`src/rtl/mctrl_pkg.sv`:
```
// Shared types and encodings for the multicycle RV32I sequencing controller.
// State enum, opcode values and datapath mux-select constants.
package mctrl_pkg;

    typedef enum logic [3:0] {
        S_BOOT,
        S_FETCH,
        S_DECODE,
        S_MEMADR,
        S_MEMRD,
        S_MEMWB,
        S_MEMWR,
        S_EXEC_R,
        S_EXEC_I,
        S_ALUWB,
        S_BRANCH,
        S_JAL,
        S_LUI,
        S_TRAP
    } state_e;

    localparam logic [6:0] OP_LOAD   = 7'b0000011;
    localparam logic [6:0] OP_STORE  = 7'b0100011;
    localparam logic [6:0] OP_R      = 7'b0110011;
    localparam logic [6:0] OP_I      = 7'b0010011;
    localparam logic [6:0] OP_BRANCH = 7'b1100011;
    localparam logic [6:0] OP_JAL    = 7'b1101111;
    localparam logic [6:0] OP_LUI    = 7'b0110111;

    localparam logic [1:0] SRCA_PC    = 2'b00;
    localparam logic [1:0] SRCA_OLDPC = 2'b01;
    localparam logic [1:0] SRCA_RS1   = 2'b10;
    localparam logic [1:0] SRCA_ZERO  = 2'b11;

    localparam logic [1:0] SRCB_RS2  = 2'b00;
    localparam logic [1:0] SRCB_IMM  = 2'b01;
    localparam logic [1:0] SRCB_FOUR = 2'b10;

    localparam logic [1:0] ALUOP_ADD   = 2'b00;
    localparam logic [1:0] ALUOP_SUB   = 2'b01;
    localparam logic [1:0] ALUOP_FUNCT = 2'b10;
    localparam logic [1:0] ALUOP_PASSB = 2'b11;

    localparam logic [2:0] IMM_I = 3'b000;
    localparam logic [2:0] IMM_S = 3'b001;
    localparam logic [2:0] IMM_B = 3'b010;
    localparam logic [2:0] IMM_J = 3'b011;
    localparam logic [2:0] IMM_U = 3'b100;

    localparam logic [1:0] RES_ALUOUT = 2'b00;
    localparam logic [1:0] RES_MEM    = 2'b01;
    localparam logic [1:0] RES_ALU    = 2'b10;

    function automatic logic [2:0] imm_sel(input logic [6:0] op);
        logic [2:0] sel;
        sel = IMM_I;
        unique case (op)
            OP_STORE:  sel = IMM_S;
            OP_BRANCH: sel = IMM_B;
            OP_JAL:    sel = IMM_J;
            OP_LUI:    sel = IMM_U;
            default:   sel = IMM_I;
        endcase
        return sel;
    endfunction

endpackage

```
`src/rtl/mctrl_perf_cnt.sv`:
```
// Cycle and retired-instruction counters for the multicycle controller.
// Both counters wrap modulo 2^CNT_W and clear on reset.
module mctrl_perf_cnt #(
    parameter int CNT_W = 32
) (
    input  logic             clk_i,
    input  logic             rst_ni,
    input  logic             cycle_en_i,
    input  logic             instret_en_i,
    output logic [CNT_W-1:0] cycle_o,
    output logic [CNT_W-1:0] instret_o
);

    always_ff @(posedge clk_i or negedge rst_ni) begin
        if (!rst_ni) begin
            cycle_o   <= '0;
            instret_o <= '0;
        end else begin
            if (cycle_en_i) begin
                cycle_o <= cycle_o + 1'b1;
            end
            if (instret_en_i) begin
                instret_o <= instret_o + 1'b1;
            end
        end
    end

endmodule

```
`src/rtl/multicycle_ctrl_fsm.sv`:
```
// Multicycle RV32I sequencing controller: mux selects and write strobes.
// Define MCTRL_PERF_EN to add cycle_o/instret_o performance counters.
module multicycle_ctrl_fsm
    import mctrl_pkg::*;
#(
    parameter int CNT_W = 32
) (
    input  logic             clk_i,
    input  logic             rst_ni,
    input  logic [6:0]       op_i,
    input  logic             zero_i,
    input  logic             mem_ready_i,
    output logic             mem_req_o,
    output logic             mem_write_o,
    output logic             adr_src_o,
    output logic             ir_write_o,
    output logic             pc_write_o,
    output logic             reg_write_o,
    output logic [1:0]       alu_src_a_o,
    output logic [1:0]       alu_src_b_o,
    output logic [1:0]       alu_op_o,
    output logic [2:0]       imm_src_o,
    output logic [1:0]       result_src_o,
    output logic             illegal_o
`ifdef MCTRL_PERF_EN
    ,
    output logic [CNT_W-1:0] instret_o,
    output logic [CNT_W-1:0] cycle_o
`endif
);

    state_e state_q;

    always_ff @(posedge clk_i or negedge rst_ni) begin
        if (!rst_ni) begin
            state_q <= S_BOOT;
        end else begin
            unique case (state_q)
                S_BOOT: state_q <= S_FETCH;
                S_FETCH: begin
                    if (mem_ready_i) begin
                        state_q <= S_DECODE;
                    end
                end
                S_DECODE: begin
                    unique case (op_i)
                        OP_LOAD,
                        OP_STORE:  state_q <= S_MEMADR;
                        OP_R:      state_q <= S_EXEC_R;
                        OP_I:      state_q <= S_EXEC_I;
                        OP_BRANCH: state_q <= S_BRANCH;
                        OP_JAL:    state_q <= S_JAL;
                        OP_LUI:    state_q <= S_LUI;
                        default:   state_q <= S_TRAP;
                    endcase
                end
                S_MEMADR: begin
                    if (op_i == OP_STORE) begin
                        state_q <= S_MEMWR;
                    end else begin
                        state_q <= S_MEMRD;
                    end
                end
                S_MEMRD: begin
                    if (mem_ready_i) begin
                        state_q <= S_MEMWB;
                    end
                end
                S_MEMWR: begin
                    if (mem_ready_i) begin
                        state_q <= S_FETCH;
                    end
                end
                S_MEMWB:  state_q <= S_FETCH;
                S_EXEC_R: state_q <= S_ALUWB;
                S_EXEC_I: state_q <= S_ALUWB;
                S_ALUWB:  state_q <= S_FETCH;
                S_BRANCH: state_q <= S_FETCH;
                S_JAL:    state_q <= S_ALUWB;
                S_LUI:    state_q <= S_ALUWB;
                S_TRAP:   state_q <= S_TRAP;
                default:  state_q <= S_TRAP;
            endcase
        end
    end

    // Strobes that hinge on mem_ready_i/zero_i are decoded combinationally
    always_comb begin
        mem_req_o    = 1'b0;
        mem_write_o  = 1'b0;
        adr_src_o    = 1'b0;
        ir_write_o   = 1'b0;
        pc_write_o   = 1'b0;
        reg_write_o  = 1'b0;
        alu_src_a_o  = SRCA_PC;
        alu_src_b_o  = SRCB_RS2;
        alu_op_o     = ALUOP_ADD;
        imm_src_o    = IMM_I;
        result_src_o = RES_ALUOUT;
        illegal_o    = 1'b0;
        unique case (state_q)
            S_FETCH: begin
                mem_req_o    = 1'b1;
                alu_src_a_o  = SRCA_PC;
                alu_src_b_o  = SRCB_FOUR;
                result_src_o = RES_ALU;
                ir_write_o   = mem_ready_i;
                pc_write_o   = mem_ready_i;
            end
            S_DECODE: begin
                alu_src_a_o = SRCA_OLDPC;
                alu_src_b_o = SRCB_IMM;
                imm_src_o   = imm_sel(op_i);
            end
            S_MEMADR: begin
                alu_src_a_o = SRCA_RS1;
                alu_src_b_o = SRCB_IMM;
                imm_src_o   = (op_i == OP_STORE) ? IMM_S : IMM_I;
            end
            S_MEMRD: begin
                mem_req_o = 1'b1;
                adr_src_o = 1'b1;
            end
            S_MEMWB: begin
                result_src_o = RES_MEM;
                reg_write_o  = 1'b1;
            end
            S_MEMWR: begin
                mem_req_o   = 1'b1;
                mem_write_o = 1'b1;
                adr_src_o   = 1'b1;
            end
            S_EXEC_R: begin
                alu_src_a_o = SRCA_RS1;
                alu_src_b_o = SRCB_RS2;
                alu_op_o    = ALUOP_FUNCT;
            end
            S_EXEC_I: begin
                alu_src_a_o = SRCA_RS1;
                alu_src_b_o = SRCB_IMM;
                alu_op_o    = ALUOP_FUNCT;
                imm_src_o   = IMM_I;
            end
            S_ALUWB: begin
                result_src_o = RES_ALUOUT;
                reg_write_o  = 1'b1;
            end
            S_BRANCH: begin
                alu_src_a_o  = SRCA_RS1;
                alu_src_b_o  = SRCB_RS2;
                alu_op_o     = ALUOP_SUB;
                result_src_o = RES_ALUOUT;
                pc_write_o   = zero_i;
            end
            S_JAL: begin
                alu_src_a_o  = SRCA_OLDPC;
                alu_src_b_o  = SRCB_FOUR;
                result_src_o = RES_ALUOUT;
                pc_write_o   = 1'b1;
            end
            S_LUI: begin
                alu_src_a_o = SRCA_ZERO;
                alu_src_b_o = SRCB_IMM;
                alu_op_o    = ALUOP_PASSB;
                imm_src_o   = IMM_U;
            end
            S_TRAP: begin
                illegal_o = 1'b1;
            end
            default: begin
                illegal_o = 1'b0;
            end
        endcase
    end

`ifdef MCTRL_PERF_EN
    logic retire;

    // An instruction retires on the edge that returns the FSM to FETCH
    assign retire = (state_q == S_MEMWB)
                  | (state_q == S_ALUWB)
                  | (state_q == S_BRANCH)
                  | ((state_q == S_MEMWR) & mem_ready_i);

    // BOOT always exits after one cycle, so every post-reset edge counts
    mctrl_perf_cnt #(
        .CNT_W(CNT_W)
    ) u_perf (
        .clk_i       (clk_i),
        .rst_ni      (rst_ni),
        .cycle_en_i  (1'b1),
        .instret_en_i(retire),
        .cycle_o     (cycle_o),
        .instret_o   (instret_o)
    );
`endif

endmodule

```
`config.mk`:
```
export PLATFORM = sky130hd
export DESIGN_NAME = multicycle_ctrl_fsm
export DESIGN_NICKNAME = d
export VERILOG_FILES = /design/src/rtl/mctrl_pkg.sv /design/src/rtl/mctrl_perf_cnt.sv /design/src/rtl/multicycle_ctrl_fsm.sv
export SDC_FILE = /design/constraint.sdc
export NUM_CORES = 1
export LEC_CHECK = 0
export CAP_MARGIN = 20
export CORE_UTILIZATION = 42
export DETAILED_ROUTE_END_ITERATION = 8
export PLACE_DENSITY = 0.82
export SLEW_MARGIN = 20
export SYNTH_ARGS = -nofsm -noshare
export SYNTH_HDL_FRONTEND = slang
export SYNTH_SLANG_ARGS = --single-unit
```
`constraint.sdc`:
```
create_clock -name clk_i -period 2.02 [get_ports clk_i]
set_clock_uncertainty 0.15 [all_clocks]
set_input_delay 0.303 -clock clk_i [delete_from_list [all_inputs] [get_ports clk_i]]
set_output_delay 0.303 -clock clk_i [all_outputs]
set_load 0.005 [all_outputs]
```
==> metrics.md, run 1 <==
| Metric | Value |
|---|---|
| TritonCTS Buffers | 3 |
| Sink Count | 4 |
| CTS Root Buffer Type | clkbuf_4 |
| Hold Buf Count CTS | 0 |
| Initial antenna violation count | 0 |
| Cells after Synth | 97 |
| Largest net degree at the start of global routing | 13 |
| Htree depth | 1 |
| Yosys Warn Count | 0 |
| PortBufs | 28 |
| Mapped Area | about 700 µm² |
| Hpwl dp | 1532 µm |
| GPL Wtd Cong | 0.8699 |
| Outcome | stopped before the end |
| Error Message | [ERROR DPL-0033] detailed placement checks failed during check placement. |
| Worst EP Category | top-level output |
| Seq cells post-synth | 4 |
| Max clock buf depth | 2 |
| GRT worst endpoint | imm_src_o[0] |
| Post-synth cell types | 41 |
| # IOs | 29 |
| Syn Nets | about 110 |
| Num rows | 14 |
| Die X | 42.85 µm |
| Register area share after synthesis | approximately 14% |
| Last stage | 5_1_grt |
| Ys async rst share | 100.0% |
| Die Y | 42.85 µm |
| Initial Utilization | 45.98% |
| Main flop type after synthesis | dfrtp_1 |
| Syn Area/Cell | about 7.2 µm² |
| EDFF count, synth | 0 |
[synth_stat cells, types with 2 or more instances]
cell | count | area [µm²]
clkbuf_1 | 6 | 22.52
nor2b_1 | 4 | 25.02
nor4b_1 | 2 | 17.52
nor3_1 | 5 | 25.02
o21ai_0 | 9 | 45.04
nand2b_1 | 7 | 43.79
dfrtp_1 | 4 | 100.1
a21oi_1 | 9 | 45.04
xnor2_1 | 2 | 17.52
nand3b_1 | 2 | 15.01
nand2_1 | 4 | 15.01
nand3_1 | 4 | 20.02
a21bo_1 | 2 | 20.02
nor2_1 | 6 | 22.52
nand4_1 | 2 | 12.51
and2_1 | 2 | 12.51
buf_6 | 3 | 33.78
[per-stage QoR]
step | std cells | util [%] | worst slack (ns) | TNS, ns | instance area, µm²
4_1_cts | 178 | 89.82 | -0.1604 | -0.1604 | 1369
3_5_place_dp | 154 | 72.99 | -0.4387 | -1.720 | 1112
3_3_place_gp | 154 | 72.99 | -0.4422 | -1.637 | 1112
2_1_floorplan | 97 | - | 0.2415 | 0 | 700.7
[kinds of logic after synthesis]
logic type / after synthesis / share of synthesized area [%]
AND/OR/NAND/NOR: 50 / 46.25
flip-flops: 4 / 14.29
buffers and inverters: 10 / 8.749
XOR/XNOR: 3 / 3.751
AO/OA/AOI/OAI: 30 / 26.97
[repair_timing]
action / CTS
setup buffers: 20
setup endpoints to repair: 18
cloned: 1
pin swaps: 8
hold endpoints to repair: 0
resized for setup: 52
==> run 2, diff against run 1 <==
- CORE_AREA: not set -> 2 2 63 65
- CORE_UTILIZATION: 42 -> not set
- DIE_AREA: not set -> 0 0 65 67
- PLACE_DENSITY: 0.82 -> not set
- PLACE_DENSITY_LB_ADDON: not set -> 0.15
==> run 2 against run 1 <==
Net effect:
- the flow now finishes, with violations (negative setup slack)
- synthesized cell count stayed put
- synthesized area stayed put
==> metrics.md, run 2 <==
| Metric | Value |
|---|---|
| Regs by FF count | state_q: 4 flops |
| DP Worst Slack | -0.5527 ns (was -0.4387 ns) |
| Initial antenna violation count | 0 |
| Main combinational cell family by area after synthesis | simple AND/OR/NAND/NOR gates (unchanged) |
| Worst Hold Class | in -> async |
| Slowest stage delay, CP | about 0.42 ns |
| CORE AREA | 0.003606 mm² |
| Cells after Synth | 97 (unchanged) |
| DR WL/cell | 13.00 µm |
| Number of global-route vias before repair | 926 |
| Setup Viol. Count Final | 1 |
| Num rows | 22 (was 14) |
| FF-to-FF Start | state_q[1] |
| Outcome | complete, but fails checks (was stopped before the end) |
| Multiplexer share of the synthesized area | 0% (unchanged) |
| R2R setup slack | roughly 0.070 ns |
| Storage cell area | around 100 µm² |
| Critical-path cell list | or3b_4 > nor4b_4 > o21a_1 > buf_2 |
| Main flop type after synthesis | dfrtp_1 (unchanged) |
| Biggest register | state_q |
| Pwr dens | around 1100 mW/mm² |
| CTS tree | built |
| Placed Cells | 188 (was 154) |
| Hpwl dp | 1809 µm (was 1532 µm) |
| Post-synthesis compound-gate area fraction | 26.96% (unchanged) |
| Antenna diodes | 0 |
| Routed WL | about 2600 µm |
| Die X | 65 µm (was 42.85 µm) |
| Leak | 0.6514 nW |
| Area Growth Syn to Fin | 96.96% |
| Worst Setup End Kind | output port |
| GRT Overall Usage | 12.87% |
| Syn Area/Cell | 7.223 µm² (unchanged) |
| DRT iter0 DRCs | 6 |
| Worst slew pin tran | roughly 0.35 ns |
| Post-route cell area | about 0.0014 mm² |
| First-pass GRT wire length | ~4200 µm |
| Htree depth | 1 (unchanged) |
| Simple-Gate Fraction of Synth Area | 46.25% (unchanged) |
| Die Y | 67 µm (was 42.85 µm) |
| Switching share of power | 39.77% |
| Critical path type | reg -> out |
| EDFF count, synth | 0 (unchanged) |
| Post-synth cell types | 41 (unchanged) |
| FILL cells | 389 |
| # IOs | 29 (unchanged) |
| CTS Root Buffer Type | clkbuf_8 (was clkbuf_4) |
| PortBufs | 28 (unchanged) |
| Setup tns final | -0.004413 ns |
| Fin crit share | 100.2% |
| Clock power frac | 11.2% |
| Final hold slack | between 0.1 and 0.15 ns |
| TritonCTS Buffers | 3 (unchanged) |
| Startpoint Class | flip-flop |
| Max reg flops | 4 |
| Clk slew on worst S/H paths | 0.03 ns |
| Commonest non-fill, non-tap cells in the layout | buf_4 (30), dlygate4sd2_1 (15), a21oi_1 (9) |
| Worst slew margin | 76.50% |
| Fin. Hold Viols | 0 |
| Synth Area in Adders | 0% (unchanged) |
| Seq cells post-synth | 4 (unchanged) |
| Total of max-cap violations | 0 |
| Top cells by area, synth | dfrtp_1 (14%), a21oi_1 (6.4%), o21ai_0 (6.4%) (unchanged) |
| DR vias/cell | 4.601 |
| Post-Place Cell Area | 0.001167 mm² (was 0.001112 mm²) |
| Gate power share | between 70% and 80% |
| Number of nets in the layout | 168 |
| Antenna-violating nets left | 0 |
| Violations in the final reports | negative setup slack |
| Largest net degree at the start of global routing | 13 |
| NetSw | 601.8 µW |
| Unrepaired setup endpoints after global routing | true |
| Most frequent cells after synthesis | a21oi_1 (9), o21ai_0 (9), nand2b_1 (7), clkbuf_1 (6), nor2_1 (6) (unchanged) |
| Overflow after GRT | 0 |
| Finished Layout Cells | just over 200 |
| Critical Path Fanout Max | 2 |
| GPL Wtd Cong | 0.7627 (was 0.8699) |
| Clock Latency Late Sink | ~0.22 ns |
| Share of cells above drive strength 1 | 42.58% |
| Syn Nets | 108 (unchanged) |
| Post-synth top area share | 14.29% (unchanged) |
| Worst EP required | 1.57 ns |
| Die area | 0.004355 mm² |
| Residual DRC | 0 |
| Peak supply drop | 232.3 µV |
| Seq pwr share | 10.0% |
| DR vias | 934 |
| Most common cell after layout, fill and taps aside | buf_4 |
| Length of the first detailed-routing pass in iterations | 4 |
| Ys async rst share | 100.0% (unchanged) |
| Max clock buf depth | 2 (unchanged) |
| Achievable Freq | 494.0 MHz |
| Setup WS post-layout | -0.004413 ns |
| Fin crit period | 2.024 ns |
| Area leader, netlist | dfrtp_1 (unchanged) |
| Slew Limit Fails | 0 |
| Int Pwr | approximately 910 µW |
| XOR/XNOR Fraction of Synth Area | 3.750% (unchanged) |
| Initial Utilization | 19.43% (was 45.98%) |
| Yosys Warn Count | 0 (unchanged) |
| Crit path DAT | 1.57 ns |
| Critical path startpoint | state_q[3] |
| Slowest CP cell | or3b_4 |
| Mapped Area | 700.7 µm² (unchanged) |
| Register area share after synthesis | 14.29% (unchanged) |
| Area of the multi-input gates | 611.8 µm² |
| Sink Count | 4 (unchanged) |
run 2: cell counts after synthesis:
No cell type changed its count.
run 2: layout make-up:
class / count / area share, %
multi-input cells: 83 / 44.33
repair buffers: 65 / 40.98
flip-flops and latches: 4 / 7.344
well taps: 48 / 4.352
clock buffers: 3 / 2.992
run 2: kinds of logic after synthesis:
kind of cell / count (synthesis)
simple gates: 50
compound gates: 30
buf+inv: 10
flops: 4
xor+xnor: 3
run 2: final timing paths:
check,end,cells after the start
hold / removal,state_q[3],1
hold reg to reg,state_q[1],4
min in group clk_i,state_q[0],4
setup / recovery,imm_src_o[0],4
setup reg to reg,state_q[1],7
max in group asynchronous,state_q[0],1
run 2: per-stage QoR:
| stage | util (%) | power [mW] |
|---|---|---|
| detailed placement | 32.37 | 1.155 |
| CTS | 37.30 | 1.478 |
| global placement | 32.37 | 1.152 |
| floorplan | - | 0.6661 |
| finish | 38.27 | 1.513 |
| global route | 38.27 | 1.630 |
run 2: power by group through the flow:
stage | registers (mW) | clock network [mW] | logic [mW]
floorplan | 0.134 | 0 | 0.532
global placement | 0.146 | 0 | 1.01
detailed placement | 0.149 | 0 | 1.01
CTS | 0.159 | 0.172 | 1.15
global route | 0.155 | 0.178 | 1.30
finish | 0.152 | 0.169 | 1.19
run 2: critical path, delay by kind of cell, from the launching register on:
| family | cells | cell delay, ns |
|---|---|---|
| simple gates | 2 | 0.71 |
| flops | 1 | 0.37 |
| buf+inv | 1 | 0.11 |
| compound gates | 1 | 0.16 |
run 2: what timing repair did:
action,CTS,global route
setup buffers,8,3
pin swaps,6,7
endpoints found under the hold margin,0,0
cloned,1,0
endpoints found under the setup margin,18,7
gates resized for setup,49,18
hold buffers,0,0
run 2: routing by layer:
layer,track usage (%),vias up,part of all wire (%)
met5,0,-,0
met4,5.585,0,1.5
met2,22.04,11,51
met1,16.18,445,46
met3,1.520,4,2.0
li1,-,474,-
No activity file was read; power rests on OpenSTA's default activity.
